**config.mk**
```make
export PLATFORM = sky130hd
export DESIGN_NAME = tl_channel_monitor
export DESIGN_NICKNAME = d
export VERILOG_FILES = /design/src/rtl/tl_channel_monitor.sv
export SDC_FILE = /design/constraint.sdc
export NUM_CORES = 1
export LEC_CHECK = 0
export ABC_CLOCK_PERIOD_IN_PS = 14130
export BUFFER_PORTS_ARGS = -buffer_cell sky130_fd_sc_hd__buf_2
export CAP_MARGIN = 40
export CORE_MARGIN = 8
export CORE_UTILIZATION = 30
export DETAILED_ROUTE_END_ITERATION = 12
export GPL_TIMING_DRIVEN = 0
export PLACE_DENSITY = 0.55
export SLEW_MARGIN = 20
export SYNTH_ARGS = -nofsm -noshare
export SYNTH_HDL_FRONTEND = slang
export SYNTH_SLANG_ARGS = --single-unit
```
**constraint.sdc**
```tcl
create_clock -name clock -period 14.13 [get_ports clock]
set_clock_uncertainty 0.2 [all_clocks]
set_input_delay 1.413 -clock clock [delete_from_list [all_inputs] [get_ports clock]]
set_output_delay 1.413 -clock clock [all_outputs]
set_load 0.01 [all_outputs]
```
**src/rtl/tl_channel_monitor.sv**
```systemverilog
// tl_channel_monitor: passive protocol checker for one TileLink-UH A/D channel pair.
// Tracks outstanding requests per source, counts burst beats, checks that stalled
// channels hold their fields, and matches response opcode/size to the request.
// Violations are reported through registered outputs one edge after sampling.
// Optional build macro TL_MONITOR_STOP_EN: report each registered error and
// stop the simulation with $fatal (not compiled under SYNTHESIS).
module tl_channel_monitor #(
  parameter int unsigned SOURCE_BITS   = 4,
  parameter int unsigned SIZE_BITS     = 3,
  parameter int unsigned BEAT_LOG2     = 2,
  parameter int unsigned MAX_SIZE_LOG2 = 6
) (
  input  logic                   clock,
  input  logic                   reset_n,
  input  logic                   a_valid,
  input  logic                   a_ready,
  input  logic [2:0]             a_opcode,
  input  logic [2:0]             a_param,
  input  logic [SIZE_BITS-1:0]   a_size,
  input  logic [SOURCE_BITS-1:0] a_source,
  input  logic                   d_valid,
  input  logic                   d_ready,
  input  logic [2:0]             d_opcode,
  input  logic [2:0]             d_param,
  input  logic [SIZE_BITS-1:0]   d_size,
  input  logic [SOURCE_BITS-1:0] d_source,
  output logic                   err_valid,
  output logic [3:0]             err_code,
  output logic [9:0]             err_sticky,
  output logic [SOURCE_BITS:0]   inflight_cnt
);

  localparam int unsigned NSRC = 1 << SOURCE_BITS;
  localparam int unsigned CW   = MAX_SIZE_LOG2 - BEAT_LOG2 + 1;
  localparam int unsigned HW   = 6 + SIZE_BITS + SOURCE_BITS;
  localparam int unsigned BW   = 3 + SIZE_BITS + SOURCE_BITS;

  // Index of the last beat of a burst; out-of-range sizes count as one beat.
  function automatic logic [CW-1:0] last_idx(input logic has_data,
                                             input logic [SIZE_BITS-1:0] size);
    int unsigned s;
    s = 32'(size);
    if (!has_data || s <= BEAT_LOG2 || s > MAX_SIZE_LOG2) return '0;
    return CW'((32'd1 << (s - BEAT_LOG2)) - 32'd1);
  endfunction

  // Response opcode that a legal request opcode must be answered with.
  function automatic logic [2:0] exp_d_op(input logic [2:0] op);
    case (op)
      3'd0, 3'd1:       return 3'd0;
      3'd2, 3'd3, 3'd4: return 3'd1;
      3'd5:             return 3'd2;
      default:          return 3'd0;
    endcase
  endfunction

  // Per-source table
  logic [NSRC-1:0]      busy_q;
  logic [2:0]           exp_op_q [NSRC];
  logic [SIZE_BITS-1:0] size_q   [NSRC];

  // Burst state
  logic [CW-1:0] a_cnt_q, a_last_q, d_cnt_q, d_last_q;
  logic [BW-1:0] a_burst_q, d_burst_q;

  // Stall trackers
  logic          a_stall_q, d_stall_q;
  logic [HW-1:0] a_hold_q, d_hold_q;

  // Combinational decode
  logic a_fire, d_fire, a_first, d_first, a_last, d_last;
  logic a_legal, a_alloc, d_busy, d_retire, a_busy_eff;
  logic [CW-1:0] a_last_new, d_last_new;
  logic [HW-1:0] a_fields, d_fields;
  logic [BW-1:0] a_bfields, d_bfields;
  logic [9:0] err_vec;
  logic [3:0] code_d;
  logic [NSRC-1:0] busy_d;
  logic [SOURCE_BITS:0] cnt_d;

  // Classify this cycle's handshakes and collect every violation.
  always_comb begin
    a_fire     = a_valid & a_ready;
    d_fire     = d_valid & d_ready;
    a_fields   = {a_opcode, a_param, a_size, a_source};
    d_fields   = {d_opcode, d_param, d_size, d_source};
    a_bfields  = {a_opcode, a_size, a_source};
    d_bfields  = {d_opcode, d_size, d_source};
    a_first    = (a_cnt_q == '0);
    d_first    = (d_cnt_q == '0);
    a_legal    = !(a_opcode[2] & a_opcode[1]) && (32'(a_size) <= MAX_SIZE_LOG2);
    a_last_new = last_idx(a_legal & ~a_opcode[2], a_size);
    d_last_new = last_idx(d_opcode == 3'd1, d_size);
    a_last     = a_first ? (a_last_new == '0) : (a_cnt_q == a_last_q);
    d_last     = d_first ? (d_last_new == '0) : (d_cnt_q == d_last_q);
    d_busy     = busy_q[d_source];
    d_retire   = d_fire & d_last & d_busy;
    // A retire landing on the same source frees it before the new request is judged.
    a_busy_eff = busy_q[a_source] & ~(d_retire && (d_source == a_source));
    a_alloc    = a_fire & a_first & a_legal;

    err_vec    = '0;
    err_vec[0] = a_valid & a_opcode[2] & a_opcode[1];
    err_vec[1] = a_valid & (32'(a_size) > MAX_SIZE_LOG2);
    err_vec[2] = a_stall_q & (!a_valid || (a_fields != a_hold_q));
    err_vec[3] = a_alloc & a_busy_eff;
    err_vec[4] = a_fire & !a_first & (a_bfields != a_burst_q);
    err_vec[5] = d_fire & !d_busy;
    err_vec[6] = d_fire & d_busy & (d_opcode != exp_op_q[d_source]);
    err_vec[7] = d_fire & d_busy & (d_size != size_q[d_source]);
    err_vec[8] = d_stall_q & (!d_valid || (d_fields != d_hold_q));
    err_vec[9] = d_fire & !d_first & (d_bfields != d_burst_q);

    code_d = '0;
    for (int unsigned i = 0; i < 10; i++) begin
      if (err_vec[i] && code_d == '0) code_d = 4'(i + 1);
    end

    busy_d = busy_q;
    if (d_retire) busy_d[d_source] = 1'b0;
    if (a_alloc)  busy_d[a_source] = 1'b1;

    cnt_d = '0;
    for (int unsigned i = 0; i < NSRC; i++) begin
      cnt_d = cnt_d + (SOURCE_BITS + 1)'(busy_d[i]);
    end
  end

  // Table, burst counters, stall trackers and registered error outputs.
  always_ff @(posedge clock or negedge reset_n) begin
    if (!reset_n) begin
      busy_q       <= '0;
      for (int unsigned i = 0; i < NSRC; i++) begin
        exp_op_q[i] <= '0;
        size_q[i]   <= '0;
      end
      a_cnt_q      <= '0;
      a_last_q     <= '0;
      a_burst_q    <= '0;
      d_cnt_q      <= '0;
      d_last_q     <= '0;
      d_burst_q    <= '0;
      a_stall_q    <= 1'b0;
      d_stall_q    <= 1'b0;
      a_hold_q     <= '0;
      d_hold_q     <= '0;
      err_valid    <= 1'b0;
      err_code     <= '0;
      err_sticky   <= '0;
      inflight_cnt <= '0;
    end else begin
      busy_q <= busy_d;
      if (a_alloc) begin
        exp_op_q[a_source] <= exp_d_op(a_opcode);
        size_q[a_source]   <= a_size;
      end

      if (a_fire) begin
        if (a_first) begin
          a_burst_q <= a_bfields;
          a_last_q  <= a_last_new;
        end
        a_cnt_q <= a_last ? '0 : a_cnt_q + CW'(1);
      end

      if (d_fire) begin
        if (d_first) begin
          d_burst_q <= d_bfields;
          d_last_q  <= d_last_new;
        end
        d_cnt_q <= d_last ? '0 : d_cnt_q + CW'(1);
      end

      a_stall_q <= a_valid & ~a_ready;
      d_stall_q <= d_valid & ~d_ready;
      a_hold_q  <= a_fields;
      d_hold_q  <= d_fields;

      err_valid    <= |err_vec;
      err_code     <= code_d;
      err_sticky   <= err_sticky | err_vec;
      inflight_cnt <= cnt_d;
    end
  end

`ifdef TL_MONITOR_STOP_EN
`ifndef SYNTHESIS
  // Halt the simulation at the edge that registers a violation.
  always_ff @(posedge clock) begin
    if (reset_n && code_d != '0) begin
      $display("tl_channel_monitor: error code %0d source %0d",
               code_d, (code_d <= 4'd5) ? a_source : d_source);
      $fatal(1, "tl_channel_monitor: protocol violation");
    end
  end
`endif
`else
  // Flag-only build: violations are visible solely on the error outputs.
`endif

endmodule

```
==> impl_metrics.sql, run 1 <==
INSERT INTO impl_metrics (metric_group, metric, value, unit) VALUES
('status', 'run_status', 'finished clean', ''),
('critical_path', 'path_class', 'in2reg', ''),
('placement', 'gp_routability_congestion', '0.870', ''),
('sta', 'fmax', '0.144', 'GHz'),
('critical_path', 'cp_max_fo', '7', ''),
('sta', 'fin_tns_setup', '0', 'ps'),
('critical_path', 'critical_path.reg2reg.endpoint', 'inflight_cnt[4]', ''),
('critical_path', 'cp_data_required_time', '14300', 'ps'),
('pwr', 'powerDensity', '179', 'nW/um^2'),
('global_route', 'total_grt_overflow', '0', ''),
('detailed_routing', 'first_iter_violations', '346', ''),
('cts', 'tritoncts', 'built', ''),
('pwr', 'largest_vdd_supply_drop', '96.3', 'uV'),
('cts', 'cts_setup_buffers', '0', ''),
('cts', 'cts_root_buf', 'clkbuf_16', ''),
('detailed_routing', 'drt-pass1-iter-count', '5', ''),
('critical_path', 'r2r.worst_path.cells', '20', ''),
('logic_synthesis', 'ys_ff_latch', '184', ''),
('placement', 'pre_cts_ws', '6770', 'ps'),
('critical_path', 'setup.reg_to_reg.worst_slack', '8000', 'ps'),
('global_route', 'track_usage', '0.130', ''),
('logic_synthesis', 'netlist_instances', '804', ''),
('logic_synthesis', 'synth_edf_count', '0', ''),
('cts', 'cts.reportedPaths.clkPinSlew', '70', 'ps'),
('logic_synthesis', 'yosys_warnings', '0', ''),
('finish', 'drive_above_1_share', '0.160', ''),
('cts', 'postCtsResizedCells', '0', ''),
('detailed_routing', 'route.detailed.wl_per_inst', '17.7', 'um'),
('global_route', 'maximum_number_of_pins_on_one_net_before_global_route_repair', '90', ''),
('detailed_routing', 'detail-route-antenna-nets', '0', ''),
('logic_synthesis', 'ys_async_sr_fraction', '1.00', ''),
('finish', 'mostFrequentLayoutCell', 'dfrtp_1', ''),
('pwr', 'power.leakage', '4.74', 'nW'),
('placement', 'hpwlAfterDp', '16700', 'um'),
('floorplanning', 'floorplan.initialDensity', '0.301', ''),
('finish', 'antenna_cells_inserted', '0', ''),
('floorplanning', 'core.rowCount', '64', ''),
('floorplanning', 'dieWidth', '190', 'um'),
('cts', 'clock-sinks', '184', ''),
('floorplanning', 'total_die_area', '36200', 'um^2'),
('sta', 'final_hold_viol_count', '0', ''),
('critical_path', 'timing.critical_path.from_type', 'input port', ''),
('worst_hold_path', 'timing.hold.worst.class', 'reg2reg', ''),
('sta', 'final.min_clock_period', '6940', 'ps'),
('sta', 'report.final.slew_viol_count', '0', ''),
('detailed_routing', 'routed-via-count', '6244', ''),
('sta', 'relative_slew_slack', '0.416', ''),
('logic_synthesis', 'post_synth_num_cell_types', '59', ''),
('worst_hold_path', 'min-delay-start', 'err_sticky[8]', ''),
('global_route', 'grt_first_pass_wirelength', '37100', 'um'),
('finish', 'most-common-layout-cells', 'dfrtp_1 (184), nand2_1 (114), buf_2 (57), o21ai_1 (57), xnor2_1 (43)', ''),
('sta', 'layout_worst_path_cycle_share', '0.491', ''),
('cts', 'clock_insertion_delay_worst_skew', '430', 'ps'),
('cts', 'cts-htree-levels', '4', ''),
('sta', 'worst_slack', '7190', 'ps'),
('floorplanning', 'io_pins', '52', ''),
('critical_path', 'reg2reg_from', 'a_cnt_q[0]', ''),
('logic_synthesis', 'seq_area_frac_synth', '0.505', ''),
('run', 'max_cap_violations', '0', ''),
('critical_path', 'timing.critical_path.arrival', '7110', 'ps'),
('global_route', 'antenna_found_initial', '1', ''),
('logic_synthesis', 'synthesis.nets', '863', ''),
('floorplanning', 'die_height', '190', 'um'),
('sta', 'timing.final.setup_violations', '0', ''),
('cts', 'cts-hold-fix-buffers', '0', ''),
('detailed_routing', 'detail_route.wirelength', '22900', 'um'),
('logic_synthesis', 'most_common_flop_cell_mapped_by_yosys', 'dfrtp_1', ''),
('cts', 'cts-buffers-inserted', '17', ''),
('critical_path', 'timing.critical_path.to_type', 'flop', ''),
('finish', 'flow.area_growth_from_synthesis', '16.3', '%'),
('cts', 'clock_path_buffers', '2', ''),
('detailed_routing', 'detail_route.drc_violations', '0', ''),
('detailed_routing', 'avgViaCountPerCell', '4.85', ''),
('placement', 'portBuffers', '51', ''),
('sta', 'setup_repair_after_global_routing_missed_its_margin', 'no', ''),
('worst_hold_path', 'hold_path_depth', '1', ''),
('sta', 'worstMarginPinSlew', '872', 'ps'),
('finish', 'final_net_count', '938', ''),
('logic_synthesis', 'synthesis.area', '9120', 'um^2'),
('worst_hold_path', 'endpoint_worst_hold', 'err_sticky[8]', ''),
('logic_synthesis', 'syn-mean-instance-area', '11.3', 'um^2'),
('floorplanning', 'core_area', '30300', 'um^2'),
('global_route', 'first_global_vias', '6498', '');
## state kept, by name, indices dropped and copies added (netlist names), 5 cells and up
signal,flops
exp_op_q,32
inflight_cnt,5
a_cnt_q,5
size_q,48
a_hold_q,13
a_last_q,5
err_sticky,10
a_burst_q,10
d_hold_q,13
d_cnt_q,5
d_last_q,5
d_burst_q,10
busy_q,16
## critical path, cell delays in order
cell and delay (ps):
buf_2 110, clkbuf_1 340, inv_1 210, ha_1 270, mux2i_1 150, a211o_1 220
a22o_1 330, a21bo_2 290, nor3_1 470, nand2_1 120, a21oi_1 340, fa_1 480
inv_1 90, fa_1 440, fa_1 480, fa_1 500, ha_1 170, inv_1 50
fa_1 390, nor2b_1 130, o21a_1 110
## worst max-delay path by stage
| stage | startpoint | endpoint | slack, ps | cells past startpoint |
|---|---|---|---|---|
| 2_1_floorplan | d_size[2] | inflight_cnt[4] | 7720 | 20 |
| 3_3_place_gp | a_size[2] | inflight_cnt[4] | 6760 | 19 |
| 3_5_place_dp | d_size[2] | inflight_cnt[4] | 6770 | 21 |
| 4_1_cts | d_size[2] | inflight_cnt[4] | 7210 | 21 |
| 5_1_grt | d_size[2] | inflight_cnt[4] | 6830 | 21 |
| 6_report | d_size[2] | inflight_cnt[4] | 7190 | 21 |
## synthesized netlist by cell type (3+ instances only)
library cell	count	area, um^2
mux2i_1	24	240
o31ai_1	13	97.6
or3_1	4	25.0
nor2b_1	16	100
buf_2	7	35.0
mux2_2	16	180
and2_1	4	25.0
nand3_1	13	65.1
or2_2	3	18.8
dfrtp_1	184	4600
buf_1	3	11.3
and3_1	4	25.0
xnor2_1	43	377
nand2b_1	15	93.8
nand2_1	114	428
o21ai_0	17	85.1
mux4_2	17	383
mux4_1	4	105
a22oi_1	7	52.6
nor3_1	7	35.0
nand3b_1	3	22.5
a31oi_1	4	25.0
o21ai_1	57	285
clkbuf_1	27	101
a22o_1	10	87.6
ha_1	17	213
nand4_1	9	56.3
a21o_1	4	30.0
nor4_1	6	37.5
inv_1	23	86.3
o21a_1	3	22.5
fa_1	10	200
xor2_1	26	228
nor3b_2	3	37.5
mux2_1	28	315
nor2_1	16	60.1
a21oi_1	9	45.0
## per-layer routing
layer	global-route usage	routed length, um	part of all wire	vias up
met2	0.213	10900	0.47	101
met4	0.0361	362	0.016	2
li1	-	-	-	2972
met5	0	10	0.00044	-
met3	0.0251	821	0.036	25
met1	0.174	10800	0.47	3144
## report_power, final
part	switching (mW)	leakage [nW]	total [mW]	internal, mW
clock	0.219	0.316	0.528	0.309
combinational	0.328	2.08	0.640	0.312
sequential	0.0758	2.34	0.731	0.655
## stage by stage
| stage | area [um^2] | hold slack, ps | instances | total power [mW] | util |
|---|---|---|---|---|---|
| after floorplan | 9120 | 247 | 804 | 1.22 | - |
| after global placement | 9870 | 246 | 1251 | 1.38 | 0.326 |
| after detailed placement | 9950 | 247 | 1255 | 1.39 | 0.329 |
| after CTS | 10600 | 268 | 1287 | 1.92 | 0.350 |
| after global routing | 10600 | 288 | 1288 | 2.07 | 0.350 |
| final | 10600 | 260 | 1288 | 1.90 | 0.350 |
## cell families after synthesis
kind of cell | Yosys count | share of synthesized area
xor+xnor | 69 | 0.0663
mux | 89 | 0.134
compound gates | 139 | 0.0943
simple gates | 229 | 0.125
fa+ha+maj | 27 | 0.0453
buf+inv | 67 | 0.0302
flops | 184 | 0.505
## area by class of cell
type,instances,area (um^2)
Fill cell,3059,19700
Clock inverter,13,193
Inverter,27,101
Tap cell,396,495
Buffer,40,174
Timing Repair Buffer,56,347
Multi-Input combinational cell,553,4240
Sequential cell,184,4600
Clock buffer,19,453
Power figures use the tool's default switching activity.
==> run 2, diff against run 1 <==
--- a/config.mk
+++ b/config.mk
@@ -5,7 +5,8 @@
 export SDC_FILE = /design/constraint.sdc
 export NUM_CORES = 1
 export LEC_CHECK = 0
-export ABC_CLOCK_PERIOD_IN_PS = 14130
+export ABC_AREA = 1
+export ABC_CLOCK_PERIOD_IN_PS = 6900
 export BUFFER_PORTS_ARGS = -buffer_cell sky130_fd_sc_hd__buf_2
 export CAP_MARGIN = 40
 export CORE_MARGIN = 8
==> constraint.sdc (replaced) <==
create_clock -name clock -period 6.9 [get_ports clock]
set_clock_uncertainty 0.2 [all_clocks]
set_input_delay 0.69 -clock clock [delete_from_list [all_inputs] [get_ports clock]]
set_output_delay 0.69 -clock clock [all_outputs]
set_load 0.01 [all_outputs]
==> impl_metrics.sql, run 2 <==
INSERT INTO impl_metrics (metric_group, metric, value, unit) VALUES
('logic_synthesis', 'xor_xnor_portion_of_the_synthesized_cell_area', '0.0242', ''),
('pwr', 'pwr-share-seq', '0.439', ''),
('cts', 'clock_path_buffers', '2', ''),
('placement', 'pre_cts_ws', '975', 'ps'),
('logic_synthesis', 'synth.mux.area_fraction', '0', ''),
('logic_synthesis', 'yosys.area_share.simple', '0.256', ''),
('sta', 'report.final.slew_viol_count', '0', ''),
('critical_path', 'timing.critical_path.slowest_stage_cell', 'fa_1', ''),
('critical_path', 'timing.critical_path.buf_inv', '6', ''),
('cts', 'cts-hold-fix-buffers', '1', ''),
('critical_path', 'crit_end', 'inflight_cnt[4]', ''),
('finish', 'mostFrequentLayoutCell', 'nand2_1', ''),
('detailed_routing', 'avgViaCountPerCell', '4.71', ''),
('logic_synthesis', 'ys_ff_latch', '184', ''),
('global_route', 'first_global_vias', '7722', ''),
('logic_synthesis', 'synth_top_cells_by_area', 'dfrtp_1 (49%), nand2_1 (17%), o21ai_0 (7.6%)', ''),
('global_route', 'track_usage', '0.140', ''),
('critical_path', 'r2r.worst_path.cells', '19', ''),
('finish', 'antenna_cells_inserted', '0', ''),
('pwr', 'power.share.switching', '0.315', ''),
('cts', 'tritoncts', 'built', ''),
('floorplanning', 'floorplan.initialDensity', '0.302', ''),
('sta', 'final_hold_viol_count', '0', ''),
('global_route', 'maximum_number_of_pins_on_one_net_before_global_route_repair', '80', ''),
('floorplanning', 'die_height', '193', 'um'),
('cts', 'cts.reportedPaths.clkPinSlew', '80', 'ps'),
('logic_synthesis', 'synth_edf_count', '0', ''),
('logic_synthesis', 'synth_top_family_by_area', 'simple AND/OR/NAND/NOR gates', ''),
('placement', 'gp_routability_congestion', '0.878', ''),
('logic_synthesis', 'synthesis.nets', '1251', ''),
('logic_synthesis', 'yosys_warnings', '0', ''),
('cts', 'cts_root_buf', 'clkbuf_16', ''),
('pwr', 'combinational_power_share', '0.205', ''),
('worst_hold_path', 'timing.hold.worst.class', 'in2reg', ''),
('critical_path', 'timing.critical_path.from', 'd_source[1]', ''),
('cts', 'clock_insertion_delay_worst_skew', '450', 'ps'),
('logic_synthesis', 'synth.cells.most_frequent', 'nand2_1 (439), dfrtp_1 (184), o21ai_0 (143)', ''),
('critical_path', 'reg2reg_from', 'a_cnt_q[0]', ''),
('critical_path', 'setup.reg_to_reg.worst_slack', '1490', 'ps'),
('global_route', 'total_grt_overflow', '0', ''),
('worst_hold_path', 'min-delay-start', 'a_opcode[2]', ''),
('detailed_routing', 'routed-via-count', '7912', ''),
('floorplanning', 'core.rowCount', '65', ''),
('floorplanning', 'dieWidth', '193', 'um'),
('finish', 'largest_register_ffs', '48', ''),
('sta', 'setup_repair_after_global_routing_missed_its_margin', 'no', ''),
('critical_path', 'worstPathCellList', 'buf_2 > buf_4 > inv_2 > buf_2 > nand2_1 > nand2_1 > nand2_1 > nand2_1 > nor2_2 > nor2_4 > buf_2 > nand3_1 > nand2_1 > nand2_1 > fa_1 > fa_1 > fa_1 > fa_1 > ha_1 > inv_1 > fa_1 > o21ai_0', ''),
('logic_synthesis', 'netlist_instances', '1192', ''),
('finish', 'final_net_count', '1325', ''),
('pwr', 'largest_vdd_supply_drop', '186', 'uV'),
('detailed_routing', 'route.detailed.wl_per_inst', '15.2', 'um'),
('sta', 'worstMarginPinSlew', '707', 'ps'),
('critical_path', 'path_length_in_cells_of_the_critical_path', '22', ''),
('sta', 'relative_slew_slack', '0.527', ''),
('logic_synthesis', 'most_common_flop_cell_mapped_by_yosys', 'dfrtp_1', ''),
('critical_path', 'timing.critical_path.arrival', '5660', 'ps'),
('detailed_routing', 'detail_route.drc_violations', '0', ''),
('critical_path', 'critPathMaxStageDelay', '580', 'ps'),
('logic_synthesis', 'syn-mean-instance-area', '7.90', 'um^2'),
('sta', 'worst_slack', '1400', 'ps'),
('pwr', 'p_clk_frac', '0.357', ''),
('logic_synthesis', 'synth.largest_area_cell', 'dfrtp_1', ''),
('detailed_routing', 'drt-pass1-iter-count', '7', ''),
('floorplanning', 'core_area', '31200', 'um^2'),
('detailed_routing', 'first_iter_violations', '774', ''),
('cts', 'cts-buffers-inserted', '17', ''),
('sta', 'fmax', '0.182', 'GHz'),
('pwr', 'power.internal', '2.06', 'mW'),
('critical_path', 'critical_path.reg2reg.endpoint', 'inflight_cnt[4]', ''),
('critical_path', 'cp_max_fo', '10', ''),
('finish', 'nFillCells', '3339', ''),
('finish', 'most-common-layout-cells', 'nand2_1 (439), dfrtp_1 (184), o21ai_0 (143), inv_1 (114), buf_2 (65)', ''),
('status', 'run_status', 'finished clean', ''),
('detailed_routing', 'detail_route.wirelength', '25500', 'um'),
('detailed_routing', 'detail-route-antenna-nets', '0', ''),
('cts', 'cts_setup_buffers', '0', ''),
('placement', 'hpwlAfterDp', '18900', 'um'),
('pwr', 'net-switching-power', '0.946', 'mW'),
('critical_path', 'cp_top_family', 'adder cells', ''),
('critical_path', 'path_class', 'in2reg', ''),
('placement', 'portBuffers', '51', ''),
('critical_path', 'cp_data_required_time', '7060', 'ps'),
('logic_synthesis', 'synth_adder_area_share', '0.0438', ''),
('cts', 'cts-htree-levels', '4', ''),
('sta', 'final.min_clock_period', '5500', 'ps'),
('pwr', 'power.leakage', '5.36', 'nW'),
('logic_synthesis', 'synthesis.area', '9420', 'um^2'),
('critical_path', 'timing.critical_path.from_type', 'input port', ''),
('finish', 'drive_above_1_share', '0.105', ''),
('floorplanning', 'total_die_area', '37300', 'um^2'),
('logic_synthesis', 'seq_area_frac_synth', '0.489', ''),
('logic_synthesis', 'post_synth_num_cell_types', '41', ''),
('run', 'max_cap_violations', '0', ''),
('cts', 'postCtsResizedCells', '0', ''),
('critical_path', 'crit_top_cell', 'nand2_1', ''),
('floorplanning', 'io_pins', '52', ''),
('finish', 'flow.area_growth_from_synthesis', '15.6', '%'),
('sta', 'layout_worst_path_cycle_share', '0.797', ''),
('logic_synthesis', 'synth_largest_type_area_fraction', '0.489', ''),
('sta', 'fin_tns_setup', '0', 'ps'),
('pwr', 'powerDensity', '276', 'nW/um^2'),
('logic_synthesis', 'ys_async_sr_fraction', '1.00', ''),
('sta', 'fin_hold_ws', '157', 'ps'),
('global_route', 'antenna_found_initial', '0', ''),
('cts', 'clock-sinks', '184', ''),
('critical_path', 'timing.critical_path.to_type', 'flop', ''),
('sta', 'timing.final.setup_violations', '0', ''),
('global_route', 'grt_first_pass_wirelength', '42300', 'um'),
('finish', 'max_flop_register', 'size_q', ''),
('logic_synthesis', 'synthMostInstantiatedCell', 'nand2_1', ''),
('finish', 'largest_registers', 'size_q (48), exp_op_q (32), busy_q (16)', ''),
('logic_synthesis', 'synth_compound_area_frac', '0.111', '');
## run 2: changes by cell type after synthesis, sizes merged, moves of 24 or more
cell / delta
mux2: -44
inv: +95
xnor2: -37
nand3: +39
nor2: +51
nand2: +326
mux2i: -24
o21ai: +74
## run 2: logic make-up (layout without fill, tap and decap cells)
kind of cell	count (synthesis)	after routing
adder cells (fa/ha/maj)	27	27
AND/OR/NAND/NOR	593	593
XOR/XNOR	26	26
buffers and inverters	170	257
AO/OA/AOI/OAI	192	192
flip-flops	184	184
## run 2: worst min path at each step
stage	end	slack, ps	cells past startpoint
detailed placement	err_sticky[6]	240	2
global placement	err_sticky[8]	240	2
global route	a_hold_q[12]	140	1
CTS	a_hold_q[12]	140	1
floorplan	a_burst_q[0]	190	0
finish	a_hold_q[12]	160	1
## run 2: final cells by class
class	instances	area, um^2	share of cell area
plain buffers	45	251	0.0231
clock buffers	18	429	0.0394
clock inverters	14	205	0.0188
inverters	125	469	0.0431
multi-input cells	838	4100	0.376
flip-flops and latches	184	4600	0.423
well taps	402	503	0.0462
repair buffers	55	335	0.0308
## run 2: power groups by stage
stage | Combinational [mW] | Clock [mW] | Sequential, mW
global placement | 0.607 | 0 | 1.33
global route | 0.718 | 1.14 | 1.34
CTS | 0.625 | 1.10 | 1.32
finish | 0.614 | 1.07 | 1.32
floorplan | 0.436 | 0 | 1.32
detailed placement | 0.621 | 0 | 1.33
## run 2: routing by layer
| metal | up-vias | part of all wire | GRT usage | routed length (um) |
|---|---|---|---|---|
| met3 | 15 | 0.052 | 0.0333 | 1340 |
| met4 | 0 | 0.0085 | 0.0308 | 217 |
| met2 | 182 | 0.45 | 0.219 | 11500 |
| met1 | 3784 | 0.49 | 0.194 | 12500 |
| met5 | - | 0 | 0 | 0 |
| li1 | 3931 | - | - | - |
## run 2: metrics by stage
step                      total power [mW]  std cells  utilization  cell area [um^2]
after CTS                             3.04       1681        0.349             10900
after detailed placement              1.96       1648        0.328             10200
after global placement                1.94       1645        0.326             10200
after global routing                  3.20       1681        0.349             10900
final                                 3.00       1681        0.349             10900
after floorplan                       1.76       1192            -              9420
==> run 3, diff against run 2 <==
--- a/config.mk
+++ b/config.mk
@@ -6,7 +6,7 @@
 export NUM_CORES = 1
 export LEC_CHECK = 0
 export ABC_AREA = 1
-export ABC_CLOCK_PERIOD_IN_PS = 6900
+export ABC_CLOCK_PERIOD_IN_PS = 5100
 export BUFFER_PORTS_ARGS = -buffer_cell sky130_fd_sc_hd__buf_2
 export CAP_MARGIN = 40
 export CORE_MARGIN = 8
==> constraint.sdc (replaced) <==
create_clock -name clock -period 5.1 [get_ports clock]
set_clock_uncertainty 0.2 [all_clocks]
set_input_delay 0.51 -clock clock [delete_from_list [all_inputs] [get_ports clock]]
set_output_delay 0.51 -clock clock [all_outputs]
set_load 0.01 [all_outputs]
==> impl_metrics.sql, run 3 (synthesis gave the netlist of run 2 again) <==
INSERT INTO impl_metrics (metric_group, metric, value, unit) VALUES
('cts', 'cts.reportedPaths.clkPinSlew', '80', 'ps'),
('cts', 'clock_path_buffers', '2', ''),
('sta', 'fin_hold_ws', '18.0', 'ps'),
('finish', 'final_core_util', '0.361', ''),
('floorplanning', 'io_pins', '52', ''),
('sta', 'relative_slew_slack', '0.510', ''),
('sta', 'worst_slack', '157', 'ps'),
('finish', 'largest_registers', 'size_q (48), exp_op_q (32), busy_q (16)', ''),
('floorplanning', 'die_height', '193', 'um'),
('detailed_routing', 'detail-route-antenna-nets', '0', ''),
('placement', 'placement.cell_area', '10200', 'um^2'),
('placement', 'pre_cts_ws', '-645', 'ps'),
('critical_path', 'cp_max_fo', '5', ''),
('placement', 'portBuffers', '51', ''),
('sta', 'final.min_clock_period', '4940', 'ps'),
('cts', 'clock-sinks', '184', ''),
('pwr', 'power.leakage', '5.50', 'nW'),
('critical_path', 'timing.critical_path.from_type', 'flop', ''),
('critical_path', 'critPathMaxStageDelay', '540', 'ps'),
('floorplanning', 'core.rowCount', '65', ''),
('global_route', 'first_global_vias', '7818', ''),
('critical_path', 'timing.critical_path.arrival', '5090', 'ps'),
('cts', 'tritoncts', 'built', ''),
('finish', 'fin_area', '11300', 'um^2'),
('critical_path', 'timing.critical_path.slowest_stage_cell', 'fa_1', ''),
('detailed_routing', 'drt-pass1-iter-count', '5', ''),
('detailed_routing', 'detail_route.wirelength', '26100', 'um'),
('detailed_routing', 'avgViaCountPerCell', '4.75', ''),
('global_route', 'grt_first_pass_wirelength', '42700', 'um'),
('detailed_routing', 'route.detailed.wl_per_inst', '15.3', 'um'),
('status', 'run_status', 'finished clean', ''),
('placement', 'gp_routability_congestion', '0.878', ''),
('finish', 'flow.area_growth_from_synthesis', '19.8', '%'),
('finish', 'final_net_count', '1350', ''),
('global_route', 'antenna_found_initial', '0', ''),
('global_route', 'total_grt_overflow', '0', ''),
('critical_path', 'timing.critical_path.to_type', 'flop', ''),
('floorplanning', 'dieWidth', '193', 'um'),
('floorplanning', 'core_area', '31200', 'um^2'),
('critical_path', 'cp_top_family', 'adder cells', ''),
('detailed_routing', 'first_iter_violations', '788', ''),
('floorplanning', 'total_die_area', '37300', 'um^2'),
('sta', 'fmax', '0.202', 'GHz'),
('finish', 'drive_above_1_share', '0.136', ''),
('detailed_routing', 'detail_route.drc_violations', '0', ''),
('cts', 'clock_insertion_delay_worst_skew', '450', 'ps'),
('critical_path', 'cp_data_required_time', '5240', 'ps'),
('pwr', 'total_power', '4.14', 'mW'),
('worst_hold_path', 'timing.hold.worst.class', 'in2reg', ''),
('finish', 'largest_register_ffs', '48', ''),
('finish', 'max_flop_register', 'size_q', ''),
('finish', 'mostFrequentLayoutCell', 'nand2_1', ''),
('global_route', 'track_usage', '0.141', ''),
('sta', 'timing.final.setup_violations', '0', ''),
('detailed_routing', 'routed-via-count', '8096', ''),
('finish', 'antenna_cells_inserted', '0', ''),
('critical_path', 'timing.critical_path.buf_inv', '7', ''),
('pwr', 'powerDensity', '367', 'nW/um^2'),
('cts', 'cts_root_buf', 'clkbuf_16', ''),
('floorplanning', 'floorplan.initialDensity', '0.302', ''),
('placement', 'hpwlAfterDp', '18900', 'um'),
('cts', 'cts-buffers-inserted', '17', ''),
('sta', 'report.final.slew_viol_count', '0', ''),
('sta', 'layout_worst_path_cycle_share', '0.969', ''),
('finish', 'most-common-layout-cells', 'nand2_1 (433), dfrtp_1 (184), o21ai_0 (142), inv_1 (108), buf_2 (62)', ''),
('pwr', 'largest_vdd_supply_drop', '253', 'uV'),
('cts', 'cts-htree-levels', '4', ''),
('global_route', 'maximum_number_of_pins_on_one_net_before_global_route_repair', '80', ''),
('sta', 'final_hold_viol_count', '0', ''),
('critical_path', 'path_class', 'reg2reg', ''),
('critical_path', 'worstPathCellList', 'inv_2 > ha_1 > nand4_1 > inv_2 > nand2_8 > nor2_4 > inv_4 > nor2_4 > nand2_2 > inv_1 > nor2_1 > fa_1 > inv_1 > fa_1 > fa_1 > fa_1 > ha_2 > inv_1 > fa_2 > inv_1', ''),
('run', 'max_cap_violations', '0', ''),
('sta', 'worstMarginPinSlew', '732', 'ps');
## run 3: cell count changes in the layout (fill, tap and decap cells not counted), sizes merged
| cell | before | now |
|---|---|---|
| dlygate4sd3 | 1 | 13 |
| clkbuf | 38 | 37 |
| buf | 79 | 93 |
| clkinvlp | 1 | 2 |
| clkinv | 7 | 6 |
## run 3: per-layer routing
layer / track usage / part of all wire / vias to the layer above
met5: 0 / 0 / -
met4: 0.0311 / 0.0099 / 0
met3: 0.0318 / 0.052 / 20
met2: 0.222 / 0.45 / 188
met1: 0.196 / 0.49 / 3907
li1: - / - / 3981
## run 3: worst paths after layout
| path | endpoint | depth (start not counted) | start | slack [ps] |
|---|---|---|---|---|
| min reg2reg | err_sticky[6] | 2 | err_sticky[6] | 260 |
| max reg2reg | inflight_cnt[1] | 20 | a_cnt_q[0] | 160 |
| max | inflight_cnt[1] | 20 | a_cnt_q[0] | 160 |
| min | a_hold_q[10] | 1 | a_opcode[0] | 20 |
| max in group asynchronous | size_q[26] | 4 | reset_n | 3300 |
| min in group asynchronous | err_code[1] | 2 | reset_n | 350 |
## run 3: final cells by class
cell class | count | area (um^2)
sequential | 184 | 4600
buffer | 44 | 270
clock buffer | 18 | 429
inverter | 125 | 475
clock inverter | 14 | 205
multi-input combinational | 838 | 4240
timing repair buffer | 81 | 564
fill | 3303 | 19900
tap | 402 | 503
## run 3: worst register-to-register path, stage by stage, from the launching register on
cell and delay (ps):
dfrtp_1 430, inv_2 100, ha_1 150, nand4_1 130
inv_2 160, nand2_8 80, nor2_4 190, inv_4 90
nor2_4 190, nand2_2 100, inv_1 90, nor2_1 70
fa_1 540, inv_1 50, fa_1 520, fa_1 440
fa_1 510, ha_2 180, inv_1 50, fa_2 520
inv_1 40
## run 3: timing repair
action | CTS | global route
setup buffers | 2 | 12
hold buffers | 13 | 0
setup endpoints to repair | 4 | 4
pin swaps | 2 | 9
endpoints found under the hold margin | 62 | 0
gates resized for setup | 12 | 42
## run 3: per-stage QoR
step                cells  setup TNS, ps
floorplan            1192              0
global placement     1645          -2290
finish               1706              0
CTS                  1695              0
detailed placement   1648          -2320
global route         1706          -36.1
## run 3: report_power, final
| part | total [mW] | internal [mW] | leakage (nW) | switching, mW |
|---|---|---|---|---|
| sequential | 1.78 | 1.66 | 2.34 | 0.123 |
| combinational | 0.909 | 0.368 | 2.85 | 0.541 |
| clock | 1.45 | 0.799 | 0.308 | 0.653 |
| total | 4.14 | 2.82 | 5.50 | 1.32 |
